## config.mk

```make
export PLATFORM = sky130hd
export DESIGN_NAME = i2c_txn_arbiter
export DESIGN_NICKNAME = d
export VERILOG_FILES = /design/src/rtl/i2c_arb_pkg.sv /design/src/rtl/rr_pick.sv /design/src/rtl/i2c_txn_arbiter.sv
export SDC_FILE = /design/constraint.sdc
export NUM_CORES = 1
export LEC_CHECK = 0
export CORE_MARGIN = 1
export CORE_UTILIZATION = 36
export CTS_BUF_LIST = sky130_fd_sc_hd__clkbuf_4 sky130_fd_sc_hd__clkbuf_8
export CTS_CLUSTER_SIZE = 24
export DETAILED_ROUTE_END_ITERATION = 7
export MAX_ROUTING_LAYER = met4
export PLACE_DENSITY = 0.78
export SYNTH_ARGS = -nofsm -noshare
export SYNTH_HDL_FRONTEND = slang
export SYNTH_SLANG_ARGS = --single-unit
```

## constraint.sdc

```tcl
create_clock -name clk -period 1.84 [get_ports clk]
set_clock_uncertainty 0.15 [all_clocks]
set_input_delay 0.276 -clock clk [delete_from_list [all_inputs] [get_ports clk]]
set_output_delay 0.276 -clock clk [all_outputs]
set_load 0.01 [all_outputs]
```

## src/rtl/i2c_arb_pkg.sv

```systemverilog
// i2c_arb_pkg: shared types and constants for the I2C transaction arbiter.
package i2c_arb_pkg;
  typedef enum logic [1:0] {
    ST_IDLE  = 2'd0,
    ST_ISSUE = 2'd1,
    ST_WAIT  = 2'd2,
    ST_RESP  = 2'd3
  } state_t;
  localparam logic RW_WRITE = 1'b0;
  localparam logic RW_READ = 1'b1;
  localparam int TIMEOUT_CYC_DEF = 4096;
endpackage

```

## src/rtl/rr_pick.sv

```systemverilog
// rr_pick: combinational round-robin selector; first set req bit searching upward from last+1 with wrap.
module rr_pick #(
  parameter int N = 4,
  parameter int W = $clog2(N)
) (
  input  logic [N-1:0] req,
  input  logic [W-1:0] last,
  output logic         found,
  output logic [W-1:0] idx
);
  logic [W-1:0] j;
  // Scanning from the farthest offset down lets the nearest candidate win last.
  always_comb begin
    found = 1'b0;
    idx = '0;
    j = '0;
    for (int k = N; k >= 1; k--) begin
      j = W'((int'(last) + k) % N);
      if (req[j]) begin
        found = 1'b1;
        idx = j;
      end
    end
  end
endmodule

```

## src/rtl/i2c_txn_arbiter.sv

```systemverilog
// i2c_txn_arbiter: round-robin sharing of one byte-level I2C master among NUM_REQ requesters.
// Optional watchdog abort of a stalled master is enabled with `define I2C_WDOG_EN.
module i2c_txn_arbiter
  import i2c_arb_pkg::*;
#(
  parameter int NUM_REQ = 4,
  parameter int ID_W = $clog2(NUM_REQ),
  parameter int ADDR_W = 7,
  parameter int TIMEOUT_CYC = TIMEOUT_CYC_DEF
) (
  input  logic                     clk,
  input  logic                     rst,
  input  logic [NUM_REQ-1:0]       req_valid,
  input  logic [NUM_REQ-1:0]       req_rw,
  input  logic [NUM_REQ*ADDR_W-1:0] req_addr,
  input  logic [NUM_REQ*8-1:0]     req_wdata,
  output logic [NUM_REQ-1:0]       req_ready,
  output logic                     rsp_valid,
  output logic [ID_W-1:0]          rsp_id,
  output logic [7:0]               rsp_rdata,
  output logic                     rsp_err,
  output logic                     m_start,
  output logic                     m_rw,
  output logic [ADDR_W-1:0]        m_addr,
  output logic [7:0]               m_wdata,
  output logic                     m_abort,
  input  logic                     m_busy,
  input  logic                     m_done,
  input  logic                     m_ack_err,
  input  logic [7:0]               m_rdata
);
  if (TIMEOUT_CYC < 2 || TIMEOUT_CYC > 65536) begin : g_bad_timeout
    $error("TIMEOUT_CYC must fit the 16-bit watchdog");
  end
  state_t state, state_n;
  logic [ID_W-1:0] grant, grant_n, last_grant, last_grant_n, win, rsp_id_n;
  logic found, timeout, rsp_valid_n, rsp_err_n, m_start_n, m_rw_n, m_abort_n;
  logic [NUM_REQ-1:0] req_ready_n;
  logic [7:0] rsp_rdata_n, m_wdata_n;
  logic [ADDR_W-1:0] m_addr_n;
  rr_pick #(.N(NUM_REQ), .W(ID_W)) u_pick (
    .req(req_valid),
    .last(last_grant),
    .found(found),
    .idx(win)
  );
`ifdef I2C_WDOG_EN
  logic [15:0] cnt;
  always_ff @(posedge clk)
    cnt <= (rst || state == ST_ISSUE) ? '0 : (state == ST_WAIT) ? cnt + 16'd1 : cnt;
  // A completion in the timeout cycle takes precedence over the abort.
  assign timeout = state == ST_WAIT && cnt == 16'(TIMEOUT_CYC - 1) && !m_done;
`else
  assign timeout = 1'b0;
`endif
  always_comb begin
    state_n = state;
    grant_n = grant;
    last_grant_n = last_grant;
    req_ready_n = '0;
    m_start_n = 1'b0;
    m_abort_n = 1'b0;
    rsp_valid_n = 1'b0;
    rsp_id_n = rsp_id;
    rsp_rdata_n = rsp_rdata;
    rsp_err_n = rsp_err;
    m_rw_n = m_rw;
    m_addr_n = m_addr;
    m_wdata_n = m_wdata;
    case (state)
      ST_IDLE: if (found && !m_busy) begin
        state_n = ST_ISSUE;
        grant_n = win;
        req_ready_n = NUM_REQ'(1) << win;
        m_start_n = 1'b1;
        m_rw_n = req_rw[win];
        m_addr_n = req_addr[win*ADDR_W +: ADDR_W];
        m_wdata_n = req_wdata[win*8 +: 8];
      end
      ST_ISSUE: state_n = ST_WAIT;
      ST_WAIT: if (m_done || timeout) begin
        state_n = ST_RESP;
        rsp_valid_n = 1'b1;
        rsp_id_n = grant;
        rsp_rdata_n = (m_done && m_rw == RW_READ) ? m_rdata : 8'h00;
        rsp_err_n = m_done ? m_ack_err : 1'b1;
        m_abort_n = timeout;
      end
      default: begin
        state_n = ST_IDLE;
        last_grant_n = grant;
      end
    endcase
  end
  always_ff @(posedge clk) begin
    if (rst) begin
      state <= ST_IDLE;
      grant <= '0;
      last_grant <= ID_W'(NUM_REQ - 1);
      req_ready <= '0;
      m_start <= 1'b0;
      m_abort <= 1'b0;
      rsp_valid <= 1'b0;
      rsp_id <= '0;
      rsp_rdata <= '0;
      rsp_err <= 1'b0;
      m_rw <= 1'b0;
      m_addr <= '0;
      m_wdata <= '0;
    end else begin
      state <= state_n;
      grant <= grant_n;
      last_grant <= last_grant_n;
      req_ready <= req_ready_n;
      m_start <= m_start_n;
      m_abort <= m_abort_n;
      rsp_valid <= rsp_valid_n;
      rsp_id <= rsp_id_n;
      rsp_rdata <= rsp_rdata_n;
      rsp_err <= rsp_err_n;
      m_rw <= m_rw_n;
      m_addr <= m_addr_n;
      m_wdata <= m_wdata_n;
    end
  end
endmodule
```

==> results_dict.tcl, run 1 <==
set metrics [dict create \
    yosys.area.top_type "dfxtp_1" \
    cap_violations 0 \
    synthSimpleGateAreaFrac_pct 21.9 \
    die_w_um 78.6 \
    end_kind "flip-flop" \
    power_per_cell_area_nw_per_um2 923 \
    via_count 2243 \
    fmax_ghz 0.566 \
    cts-htree-levels 2 \
    overflow 0 \
    critical_path_class "reg2reg" \
    hold_start "rsp_rdata[7]" \
    netlist_area_um2 2110 \
    outcome "completed" \
    clkSinkCount 39 \
    fin_cells 439 \
    post-synth-top-count-cell "dfxtp_1" \
    core_area_um2 5570 \
    cts_hold_buf 0 \
    cp.required_ns 1.91 \
    fin_util_pct 67.2 \
    crit_path_max_fanout 10 \
    netlist_instances 231 \
    nNetsFinal 450 \
    rows 27 \
    whs_endpoint "rsp_rdata[7]" \
    whs_ns 0.304 \
    via_per_inst 5.11 \
    synth-seq-area-share_pct 36.9 \
    timing.reg2reg.setup_slack_ns 0.07 \
    cts_buffers 5 \
    track_usage_pct 21.8 \
    hold_class "reg2reg" \
    rr_startpoint "last_grant[1]" \
    synth-edff-count 0 \
    clock_latency_ns 0.30 \
    ys_seq_elements 39 \
    first_pass_iters 4 \
    period_needed_ns 1.77 \
    setup_viol 0 \
    cts-root-buf "clkbuf_8" \
    routed_wl_um 6370 \
    die_height_um 78.6 \
    drc 0 \
    synth_warnings 0 \
    grt_pass1_wl_um 10400 \
    synth_top_cell_area_share_pct 36.9 \
    syn_area_per_cell_um2 9.15 \
    rsz0062_at_grt "false" \
    hold_viol 0 \
    grt_pass1_vias 2285 \
    area_growth_pct 77.0 \
    synth.area.mux_share_pct 17.5 \
    grt_max_degree 20 \
    reg2reg_depth 7 \
    drv_slew 0 \
    start_util_pct 37.9 \
    syn_nets 315 \
    io_buffers 113 \
    antennaDiodeCount 0 \
    startpoint_type "flip-flop" \
    yosys-top-cells-count "39 x dfxtp_1, 38 x nand3_1, 33 x nand2_1" \
    hpwl_um 4620 \
    fill_cells 469 \
    dieArea_um2 6180 \
    hold_depth 2 \
    synth_compound_area_share_pct 15.5 \
    ys_top_cells_by_area "dfxtp_1 37%, mux2i_1 9.5%, nand3_1 9.0%" \
    worstPathArrival_ns 1.84 \
    io_pins 115 \
    finalCritPeriodShare_pct 96.0 \
    clkSlewWorstSetupHoldPaths_ns 0.08 \
    stdcell_area_um2 3740 \
    synth_top_family_by_area "simple AND/OR/NAND/NOR gates" \
    clk_path_buf_depth 2 \
    placed_cell_area_um2 3430 \
    cts_tree "done" \
    ant_nets 0 \
    place_congestion 0.821 \
    reg2reg_to "m_wdata[7]" \
    dpl.cell_count 422 \
    drive_gt1_share_pct 21.8 \
    synthFlopType "dfxtp_1" \
    power.total_mw 3.46 \
    antenna_found_initial 0 \
    drt-initial-drc-count 101 \
    yosys.area_share.adder_pct 1.78 \
    ys_types 34 \
    async_flop_share_pct 0 \
    synth_xor_xnor_area_share_pct 0 \
    p_leak_nw 1.41 \
    wl_per_cell_um 14.5 \
    vdd_drop_max_v 0.000413 \
]
## layer usage
metal  up-vias  track usage [%]  wire length (µm)
li1       1090                -                 -
met1      1039             25.1              2670
met2        99             37.2              3170
met3        15             4.77               409
met4         0             7.59               125
met5         -                -                 0
## kinds of logic after synthesis
group / Yosys count
flops: 39
buf+inv: 21
mux: 35
other cells: 1
simple gates: 94
compound gates: 38
fa+ha+maj: 3
## critical path, stage by stage, from the launching register on
cell	delay, ns
dfxtp_4	0.39
nand2b_4	0.13
a21oi_2	0.07
o221ai_4	0.26
buf_6	0.15
buf_12	0.12
mux2_2	0.33
o211ai_1	0.08
## what timing repair did
item,4_1_cts,5_1_grt
gates resized for setup,17,13
pin swaps,3,2
gates cloned,2,2
endpoints found under the setup margin,16,16
setup buffers,5,0
## report_power, final
| group | total (mW) | switching [mW] | internal (mW) |
|---|---|---|---|
| combinational | 1.64 | 0.697 | 0.939 |
| clock | 0.725 | 0.321 | 0.404 |
| sequential | 1.09 | 0.0907 | 1.00 |
## how the worst max path moves through the flow
stage	start	to	slack [ns]	cells after the start
3_5_place_dp	req_valid[3]	m_wdata[7]	-0.44	7
3_3_place_gp	req_valid[3]	m_wdata[3]	-0.39	7
4_1_cts	last_grant[1]	m_wdata[7]	0.03	7
5_1_grt	last_grant[1]	m_rw	0.009	6
6_report	last_grant[1]	m_wdata[7]	0.07	7
2_1_floorplan	state[0]	m_wdata[0]	0.008	7
## flip-flops by register name (all words and copies together), names as in the netlist
| name | flops |
|---|---|
| grant | 2 |
| last_grant | 2 |
| m_addr | 7 |
| m_rw | 1 |
| m_start | 1 |
| m_wdata | 8 |
| req_ready | 4 |
| rsp_err | 1 |
| rsp_id | 2 |
| rsp_rdata | 8 |
| rsp_valid | 1 |
| state | 2 |
## layout by cell type (no fill, tap or decap), types with 2 or more instances in the layout
master and n:
buf_4 15, a21oi_1 13, nor2b_1 4, dlygate4sd2_1 4, clkdlybuf4s50_1 109, buf_6 9
buf_12 3, a21oi_2 2, inv_1 3, o211ai_2 9, clkbuf_16 2, o211ai_1 6
nand2_1 33, buf_8 2, dfxtp_1 37, mux2_2 15, clkbuf_8 5, mux2i_1 19
nand3_1 38, a211o_1 2, ha_1 2, nor2_1 8, o21ai_0 2
## final cells by class
cell class                      count  area (µm²)  share of cell area [%]
Clock buffer                        5        68.8                    1.84
Clock inverter                      3        43.8                    1.17
Inverter                            4        15.0                   0.401
Multi-Input combinational cell    171        1230                    32.9
Sequential cell                    39         786                    21.0
Tap cell                           72        90.1                    2.41
Timing Repair Buffer              145        1510                    40.3
## stage by stage
step	worst slack [ns]	TNS, ns
finish	0.0745	0
CTS	0.0311	0
global route	0.00943	0
global placement	-0.390	-6.92
floorplan	0.00799	0
detailed placement	-0.443	-7.79
No activity file was read; power rests on OpenSTA's default activity.
==> run 2, diff against run 1 <==
--- a/config.mk
+++ b/config.mk
@@ -6,12 +6,12 @@
 export NUM_CORES = 1
 export LEC_CHECK = 0
 export CORE_MARGIN = 1
-export CORE_UTILIZATION = 36
-export CTS_BUF_LIST = sky130_fd_sc_hd__clkbuf_4 sky130_fd_sc_hd__clkbuf_8
+export CORE_UTILIZATION = 35
 export CTS_CLUSTER_SIZE = 24
 export DETAILED_ROUTE_END_ITERATION = 7
 export MAX_ROUTING_LAYER = met4
-export PLACE_DENSITY = 0.78
+export PLACE_DENSITY = 0.76
+export SKIP_LAST_GASP = 1
 export SYNTH_ARGS = -nofsm -noshare
 export SYNTH_HDL_FRONTEND = slang
 export SYNTH_SLANG_ARGS = --single-unit
==> run 2 against run 1 <==
Compared with the run above:
- total power down 1.6%
- critical path depth grew 2
- register-to-register slack about the same
- utilization down 2.8 points
- largest power group unchanged
- global-route usage down 1.7 points
- first-iteration DRC count down 22%
- via count is 3.3% lower
==> results_dict.tcl, run 2 (synthesis gave the netlist of run 1 again) <==
set metrics [dict create \
    top_regs "m_wdata (8), rsp_rdata (8), m_addr (7)" \
    fin_cells 431 \
    drive_gt1_share_pct 18.9 \
    finalCritPeriodShare_pct 96.7 \
    cts-root-buf "clkbuf_8" \
    reg2reg_depth 8 \
    placed_cell_area_um2 3410 \
    timing.reg2reg.setup_slack_ns 0.06 \
    nNetsFinal 442 \
    drv_slew 0 \
    dpl.cell_count 415 \
    cts_buffers 5 \
    crit_path_frequent_cell "buf_4" \
    path_delay_family "buffers and inverters" \
    crit_path_max_fanout 9 \
    core_area_um2 5680 \
    rr_startpoint "state[0]" \
    final_common_cell "clkdlybuf4s50_1" \
    hpwl_um 4520 \
    clock_latency_ns 0.29 \
    power_per_cell_area_nw_per_um2 930 \
    dieArea_um2 6360 \
    slowest_delay_ns 0.29 \
    cp_num_buf_inv 4 \
    via_count 2170 \
    grt_pass1_wl_um 9620 \
    hold_viol 0 \
    overflow 0 \
    p_leak_nw 1.36 \
    area_growth_pct 72.8 \
    stdcell_area_um2 3650 \
    rsz0062_at_grt "true" \
    hold_start "rsp_id[1]" \
    die_height_um 79.7 \
    startpoint_type "input pin" \
    hold_depth 2 \
    io_pins 115 \
    routed_wl_um 6270 \
    antenna_found_initial 0 \
    worstPathArrival_ns 1.84 \
    cp_cell_sequence "dlygate4sd2_1, nor4_2, buf_4, nor4b_4, buf_4, buf_12, nand3_1, mux2_2, o211ai_1" \
    fmax_ghz 0.562 \
    outcome "completed" \
    ant_nets 0 \
    place_ws_ns -0.417 \
    rows 27 \
    reg2reg_to "m_rw" \
    grt_max_degree 21 \
    setup-tns-final_ns 0 \
    start_util_pct 37.3 \
    grt_pass1_vias 2035 \
    setup_viol 0 \
    period_needed_ns 1.78 \
    worst_slack_ns 0.0613 \
    vdd_drop_max_v 0.000518 \
    critical_path_class "in2reg" \
    end_kind "flip-flop" \
    die_w_um 79.7 \
    first_pass_iters 4 \
    wl_per_cell_um 14.5 \
    clkSinkCount 39 \
    via_per_inst 5.03 \
    drc 0 \
    cp.required_ns 1.90 \
    io_buffers 113 \
    cpMaxStageDelayCell "dlygate4sd2_1" \
    place_congestion 0.783 \
    fill_cells 490 \
    cap_violations 0 \
    cts_tree "done" \
    clk_path_buf_depth 2 \
    power.total_mw 3.40 \
    antennaDiodeCount 0 \
    drt-initial-drc-count 79 \
    track_usage_pct 20.1 \
    cts-htree-levels 2 \
    layout_common_cells "109 x clkdlybuf4s50_1, 38 x nand3_1, 36 x dfxtp_1" \
    hold_class "reg2reg" \
    clkSlewWorstSetupHoldPaths_ns 0.08 \
    whs_endpoint "rsp_id[1]" \
]
## run 2: routing by layer
metal  vias up  track usage, %  wire length, µm  part of all wire [%]
met2        87            32.6             3000                    48
met1       999            24.3             2670                    43
met4         0            7.27              138                   2.2
met3        13            4.69              464                   7.4
met5         -               -                0                     0
li1       1071               -                -                     -
## run 2: worst max-delay path by stage
stage	start	end	slack [ns]	depth (start not counted)
final	req_valid[1]	m_rw	0.06	9
after global routing	state[0]	m_rw	-0.02	8
after CTS	last_grant[0]	m_addr[4]	0.06	6
after detailed placement	req_valid[3]	m_addr[4]	-0.42	7
after global placement	req_valid[3]	m_rw	-0.35	7
after floorplan	state[0]	m_wdata[0]	0.008	7
## run 2: worst register-to-register path, delay by kind of cell (launching register included)
kind | cells | cell delay [ns]
buffers and inverters | 3 | 0.41
muxes | 1 | 0.26
adders and majority gates | 1 | 0.17
AOI/OAI and AO/OA | 1 | 0.09
DFF | 1 | 0.33
and+or+nand+nor | 2 | 0.30
## run 2: report_power, final
group | leakage [nW] | internal [mW] | switching [mW]
combinational | 0.986 | 0.894 | 0.668
clock | 0.0587 | 0.411 | 0.325
sequential | 0.318 | 1.01 | 0.0942
## run 2: final cells by class
type / count / area, µm² / share of cell area, %
multi-input cells: 171 / 1200 / 32.9
clock inverters: 3 / 47.5 / 1.30
repair buffers: 137 / 1440 / 39.5
flip-flops and latches: 39 / 785 / 21.5
inverters: 4 / 15.0 / 0.411
clock buffers: 5 / 68.8 / 1.88
well taps: 72 / 90.1 / 2.47
## run 2: metrics by stage
| step | util, % | hold slack [ns] |
|---|---|---|
| CTS | 63.6 | 0.309 |
| finish | 64.4 | 0.305 |
| global route | 64.4 | 0.325 |
| floorplan | - | 0.262 |
| detailed placement | 60.1 | 0.297 |
| global placement | 60.1 | 0.291 |
## run 2: repair_timing
item                                    CTS  global route
gates resized for setup                  12             1
pin swaps                                 1             0
setup buffers                             3             2
endpoints found under the setup margin   16             9
hold buffers                              0             0
gates cloned                              2             1
==> run 3, diff against run 2 <==
--- a/config.mk
+++ b/config.mk
@@ -5,6 +5,7 @@
 export SDC_FILE = /design/constraint.sdc
 export NUM_CORES = 1
 export LEC_CHECK = 0
+export CORE_ASPECT_RATIO = 0.7
 export CORE_MARGIN = 1
 export CORE_UTILIZATION = 35
 export CTS_CLUSTER_SIZE = 24
==> run 3 against run 2 <==
Compared with the run above:
- die area barely moved
- utilization rose by 0.89 points
- non-clock buffer count rose by 9
- critical path depth fell by 2
- routed wire length rose by 3.9%
- clock-buffer cell count did not move
- design area rose by 3.3%
- sequential cell count did not move
- total power fell by 0.18%
- critical path type is now reg2reg
- critical endpoint is now m_addr[6]
==> results_dict.tcl, run 3 (synthesis gave the netlist of run 1 again) <==
set metrics [dict create \
    grt_pass1_vias 2077 \
    reg2reg_depth 7 \
    crit_path_max_fanout 15 \
    clkSlewWorstSetupHoldPaths_ns 0.08 \
    via_count 2211 \
    p_leak_nw 1.41 \
    worstPathArrival_ns 1.84 \
    via_per_inst 4.99 \
    drc 0 \
    power.total_mw 3.39 \
    hpwl_um 4560 \
    vdd_drop_max_v 0.000338 \
    area_growth_pct 78.5 \
    cts-root-buf "clkbuf_8" \
    io_pins 115 \
    dpl.cell_count 423 \
    hold_class "reg2reg" \
    cp.required_ns 1.90 \
    fmax_ghz 0.562 \
    hold_depth 2 \
    pwr-share-clk_pct 17.0 \
    cts_buffers 5 \
    fin_cells 443 \
    end_kind "flip-flop" \
    overflow 0 \
    startpoint_type "flip-flop" \
    layout_common_cells "109 x clkdlybuf4s50_1, 38 x nand3_1, 36 x dfxtp_1" \
    dieArea_um2 6360 \
    multi_input_area_um2 1230 \
    hold_viol 0 \
    combPwrFrac_pct 50.6 \
    fill_cells 488 \
    placed_cell_area_um2 3440 \
    nNetsFinal 451 \
    rows 23 \
    finalCritPeriodShare_pct 96.7 \
    reg2reg_to "m_addr[6]" \
    setup-tns-final_ns 0 \
    grt_max_degree 30 \
    p_int_mw 2.27 \
    cts-htree-levels 2 \
    place_congestion 0.735 \
    drt-initial-drc-count 44 \
    period_needed_ns 1.78 \
    clkSinkCount 39 \
    die_height_um 67.0 \
    final_common_cell "clkdlybuf4s50_1" \
    cap_violations 0 \
    p_seq_share_pct 32.4 \
    power_switching_mw 1.12 \
    ant_nets 0 \
    clock_latency_ns 0.29 \
    seq_area_um2 787 \
    io_buffers 113 \
    outcome "completed" \
    wl_per_cell_um 14.7 \
    grt_pass1_wl_um 9520 \
    first_pass_iters 4 \
    core_area_um2 5780 \
    antennaDiodeCount 0 \
    p_sw_share_pct 33.2 \
    worstSetupStartpoint "last_grant[0]" \
    setup.worst_path.end "m_addr[6]" \
    worst_slack_ns 0.0616 \
    setup_viol 0 \
    power_per_cell_area_nw_per_um2 899 \
    top_regs "m_wdata (8), rsp_rdata (8), m_addr (7)" \
    place_ws_ns -0.455 \
    track_usage_pct 20.1 \
    routed_wl_um 6510 \
    antenna_found_initial 0 \
    drv_slew 0 \
    die_w_um 94.9 \
    timing.reg2reg.setup_slack_ns 0.06 \
    drive_gt1_share_pct 21.5 \
    rr_startpoint "last_grant[0]" \
    cts_tree "done" \
    stdcell_area_um2 3770 \
    clk_path_buf_depth 2 \
    critical_path_class "reg2reg" \
    start_util_pct 36.6 \
]
## run 3: worst max-delay path, cell delays in order, from the launching register on
cell and delay [ns]:
dfxtp_2 0.37, and3b_1 0.21, o31ai_4 0.25, buf_12 0.16, buf_12 0.14, nand3_1 0.08
mux2_2 0.26, o211ai_1 0.08
## run 3: metrics by stage
step	hold slack [ns]	utilization, %
finish	0.301	65.3
global route	0.331	65.3
global placement	0.290	59.5
detailed placement	0.293	59.5
CTS	0.305	63.0
floorplan	0.262	-
## run 3: how the worst min path moves through the flow
stage	from	end
after floorplan	m_ack_err	rsp_err
after global placement	rsp_rdata[6]	rsp_rdata[6]
after detailed placement	rsp_rdata[6]	rsp_rdata[6]
after CTS	rsp_rdata[6]	rsp_rdata[6]
after global routing	rsp_id[0]	rsp_id[0]
final	rsp_rdata[6]	rsp_rdata[6]
## run 3: metal layers
layer | vias to the layer above | GRT usage, % | share of wire [%]
li1 | 1094 | - | -
met1 | 1026 | 24.2 | 46
met2 | 74 | 33.5 | 48
met3 | 17 | 3.54 | 4.1
met4 | 0 | 7.58 | 2.5
met5 | - | - | 0
## run 3: what timing repair did
| item | in CTS | in global routing |
|---|---|---|
| cloned | 2 | 2 |
| pin swaps | 4 | 3 |
| setup endpoints to repair | 17 | 15 |
| hold buffers | 0 | 0 |
| setup buffers | 3 | 5 |
| gates resized for setup | 12 | 8 |
## run 3: final cells by class
type	instances	area share (%)
clock inverters	3	0.530
repair buffers	146	41.3
inverters	4	0.398
well taps	75	2.49
flip-flops and latches	39	20.8
multi-input cells	171	32.6
clock buffers	5	1.82
## run 3: power groups by stage
stage	clock, mW	sequential (mW)	combinational, mW
floorplan	0	1.15	0.721
global placement	0	1.11	1.41
detailed placement	0	1.11	1.44
CTS	0.598	1.10	1.56
global route	0.630	1.12	1.84
finish	0.577	1.10	1.72
